===== src/rtl/regfile_dump_unit.sv =====
// regfile_dump_unit: walks the register file debug port and streams every register as LSB-first bytes
module regfile_dump_unit #(
    parameter int REG_WIDTH = 32,
    parameter int NUM_REGS  = 32
) (
    input  logic                 clk,
    input  logic                 rst_n,
    input  logic                 start_i,
    input  logic                 abort_i,
    output logic                 busy_o,
    output logic                 done_o,
    output logic [4:0]           rs_dbg_addr_o,
    input  logic [REG_WIDTH-1:0] rs_dbg_data_i,
    output logic [7:0]           tx_data_o,
    output logic                 tx_valid_o,
    input  logic                 tx_ready_i
);
    localparam int BYTES = REG_WIDTH / 8;
    localparam int BW    = (BYTES > 1) ? $clog2(BYTES) : 1;

    typedef enum logic [1:0] {IDLE, LATCH, SEND, DONE} state_t;

    state_t               r_state;
    logic [4:0]           r_reg_idx;
    logic [BW-1:0]        r_byte_idx;
    logic [REG_WIDTH-1:0] r_shift;
    logic                 w_hs;

    assign w_hs          = (r_state == SEND) && tx_ready_i;
    assign busy_o        = (r_state == LATCH) || (r_state == SEND);
    assign done_o        = (r_state == DONE);
    assign tx_valid_o    = (r_state == SEND);
    assign tx_data_o     = r_shift[7:0];
    assign rs_dbg_addr_o = r_reg_idx;

    // sequencer: reset outranks abort, abort outranks the walk; abort keeps the shift register
    always_ff @(posedge clk) begin
        if (!rst_n) begin
            r_state    <= IDLE;
            r_reg_idx  <= '0;
            r_byte_idx <= '0;
            r_shift    <= '0;
        end else if (abort_i) begin
            r_state    <= IDLE;
            r_reg_idx  <= '0;
            r_byte_idx <= '0;
        end else begin
            case (r_state)
                IDLE: begin
                    if (start_i) begin
                        r_reg_idx <= '0;
                        r_state   <= LATCH;
                    end
                end
                LATCH: begin
                    r_shift    <= rs_dbg_data_i;
                    r_byte_idx <= '0;
                    r_state    <= SEND;
                end
                SEND: begin
                    if (w_hs) begin
                        if (r_byte_idx != BW'(BYTES - 1)) begin
                            r_shift    <= r_shift >> 8;
                            r_byte_idx <= r_byte_idx + BW'(1);
                        end else if (r_reg_idx != 5'(NUM_REGS - 1)) begin
                            r_reg_idx <= r_reg_idx + 5'd1;
                            r_state   <= LATCH;
                        end else begin
                            r_state <= DONE;
                        end
                    end
                end
                default: begin
                    r_reg_idx <= '0;
                    r_state   <= IDLE;
                end
            endcase
        end
    end
endmodule


===== config.mk =====
export PLATFORM = sky130hd
export DESIGN_NAME = regfile_dump_unit
export DESIGN_NICKNAME = d
export VERILOG_FILES = /design/src/rtl/regfile_dump_unit.sv
export SDC_FILE = /design/constraint.sdc
export NUM_CORES = 1
export LEC_CHECK = 0
export ABC_CLOCK_PERIOD_IN_PS = 3600
export CAP_MARGIN = 30
export CORE_MARGIN = 2
export CORE_UTILIZATION = 25
export DETAILED_ROUTE_END_ITERATION = 7
export PLACE_DENSITY = 0.49
export SETUP_SLACK_MARGIN = 0.02
export SLEW_MARGIN = 40
export SYNTH_ARGS = -nofsm -noshare
export SYNTH_HDL_FRONTEND = slang
export SYNTH_SLANG_ARGS = --single-unit

===== constraint.sdc =====
create_clock -name clk -period 3.6 [get_ports clk]
set_input_delay 0.36 -clock clk [delete_from_list [all_inputs] [get_ports clk]]
set_output_delay 0.36 -clock clk [all_outputs]
set_load 0.1 [all_outputs]

==> qor.yml <==
first_pass_iters: 4
cts_made_buffers: 5
max_slew_margin: 0.600
whs_path_depth: 2
synthCells: 206
nets: 294
area_growth_pct: 29.2
worstPathRequired_ns: 3.78
fin_setup_tns_ns: 0
synth_cell_types: 31
wl_per_cell_um: 13.1
die_y_um: 94.5
vias: 1568
layout-drive-gt1-share: 0.132
dieArea_sq_um: 8940
drv_slew: 0
clk_pin_slew_ns: 0.08
clk_root_buffer_cell: "clkbuf_8"
synth_nets: 251
seq_area_frac_synth: 0.400
cts_num_sinks: 41
fill_cells: 873
worst_setup_path_start_kind: "register"
dp_cells: 347
grt_start_max_net_pins: 39
endpoint_kind: "register"
vdd_drop_max_v: 0.000159
reg2regPathDepth: 7
path_depth: 7
hold_buffers: 0
final-instance-count-excl-fill: 355
hp-class: "register to register"
grt_pass1_vias: 1452
fmax_mhz: 480
die_w_um: 94.5
drc: 0
track_usage: 0.105
syn_avg_cell_area_sq_um: 9.95
status: "finished clean"
synth-seq-cells: 41
drt_wl_total_um: 4640
place.port_buffers: 52
setup_viol: 0
final_common_cell: "dfxtp_1"
period_share: 0.579
worstPathArrival_ns: 2.27
grt_pass1_wl_um: 7220
finalHoldViolations: 0
tightest_slew_ns: 0.600
skew_ns: 0.00483
mostFrequentLayoutCells: "41 x dfxtp_1, 36 x clkdlybuf4s50_1, 33 x nand2_1"
clockBufferDepth: 2
avgViaCountPerCell: 4.42
post_cts_buffers: 0
rows: 33
core_sq_um: 8090
slowest_delay_ns: 0.42
p_leak_nw: 1.24
critPathBufInv: 2
rsz0062_at_grt: "no"
floorplan.initialDensity: 0.253
antenna_found_initial: 0
clkLatencyLatePin_ns: 0.30
cts_tree: "done"
power.density_nw_per_um2: 398
antenna_cells: 0
syn_area_sq_um: 2050
worst-setup-path-type: "register to register"
crit_chain: "inv_1, ha_2, buf_4, a21o_1, a211oi_4, a21boi_1, o32ai_1"
crit_fanout: 38
h-tree-depth: 2
yosys_warnings: 0
grt_overflow_total: 0
cts_resized: 0
io_pins: 53
antenna_left: 0
place.gp.congestion: 0.721
finalCriticalPeriod_ns: 2.09
cp_slowest_cell: "dfxtp_1"
drt_iter0_drc: 51
cap_violations: 0
dp_hpwl_um: 3230
crit_family: "compound AO/OA/AOI/OAI gates"
==> metrics by stage <==
| step | power [mW] | cell area, sq um | utilization | setup WS [ns] | hold slack, ns |
|---|---|---|---|---|---|
| after global routing | 1.11 | 2650 | 0.327 | 1.39 | 0.516 |
| after floorplan | 0.614 | 2050 | - | 1.28 | 0.444 |
| after CTS | 1.08 | 2650 | 0.327 | 1.48 | 0.476 |
| after detailed placement | 0.671 | 2530 | 0.312 | 1.48 | 0.465 |
| final | 1.05 | 2650 | 0.327 | 1.51 | 0.474 |
| after global placement | 0.674 | 2580 | 0.319 | 1.28 | 0.458 |
==> flip-flops by register name, indices dropped and copies added, names as in the netlist <==
| name | flops |
|---|---|
| r_byte_idx | 2 |
| rs_dbg_addr_o | 5 |
| r_state | 2 |
| r_shift | 32 |
==> cell families after synthesis <==
group                    share of synthesized area
flip-flops                                   0.400
adder cells (fa/ha/maj)                     0.0488
AO/OA/AOI/OAI                                0.200
buffers and inverters                       0.0763
multiplexers                                 0.132
AND/OR/NAND/NOR                              0.142
==> path summary, 6_finish.rpt <==
| kind | slack [ns] | startpoint | to |
|---|---|---|---|
| setup / recovery | 1.51 | r_state[0] | rs_dbg_addr_o[2] |
| hold / removal | 0.47 | r_byte_idx[0] | r_byte_idx[0] |
| setup reg to reg | 1.51 | r_state[0] | rs_dbg_addr_o[2] |
| hold reg to reg | 0.47 | r_byte_idx[0] | r_byte_idx[0] |
==> worst reg2reg max path, stage by stage (launching register included) <==
cell	delay, ns
dfxtp_1	0.42
inv_1	0.09
ha_2	0.23
buf_4	0.32
a21o_1	0.29
a211oi_4	0.34
a21boi_1	0.21
o32ai_1	0.08
==> synth_stat cells <==
cell	count	area, sq um
a211oi_4	1	20.0
a21boi_1	1	7.51
a21o_1	3	22.5
a21oi_1	2	10.0
a21oi_2	1	8.76
a22oi_1	8	60.1
a32oi_1	1	8.76
and3_1	1	6.26
buf_2	2	10.0
buf_4	12	90.1
buf_6	3	33.8
clkbuf_1	3	11.3
dfxtp_1	41	821
ha_1	8	100
inv_1	3	11.3
mux2i_1	27	270
nand2_1	33	124
nand2b_1	3	18.8
nand3_1	1	5.00
nand3b_1	1	7.51
nand4_1	2	12.5
nor2_1	5	18.8
nor2_2	1	6.26
nor2b_1	12	75.1
nor3_1	1	5.00
nor3b_2	1	12.5
o211a_1	24	240
o21ai_1	2	10.0
o22ai_1	1	6.26
o31ai_1	1	7.51
o32ai_1	1	8.76
==> power breakdown <==
part | switching (mW) | internal, mW
sequential | 0.0104 | 0.472
clock | 0.169 | 0.226
combinational | 0.0995 | 0.0756
total | 0.279 | 0.774
==> layer usage <==
layer	vias to the layer above	part of all wire	GRT usage
met4	0	0.0050	0.0217
met5	-	0	0
met2	39	0.45	0.163
li1	815	-	-
met3	2	0.069	0.0423
met1	712	0.47	0.138
==> layout make-up <==
class / count / area (sq um) / share of cell area
multi-input combinational: 142 / 1080 / 0.409
sequential: 41 / 821 / 0.310
inverter: 3 / 11.3 / 0.00425
clock inverter: 2 / 37.5 / 0.0142
clock buffer: 6 / 82.6 / 0.0312
timing repair buffer: 56 / 482 / 0.182
tap: 105 / 131 / 0.0496
No activity file was read; power rests on OpenSTA's default activity.
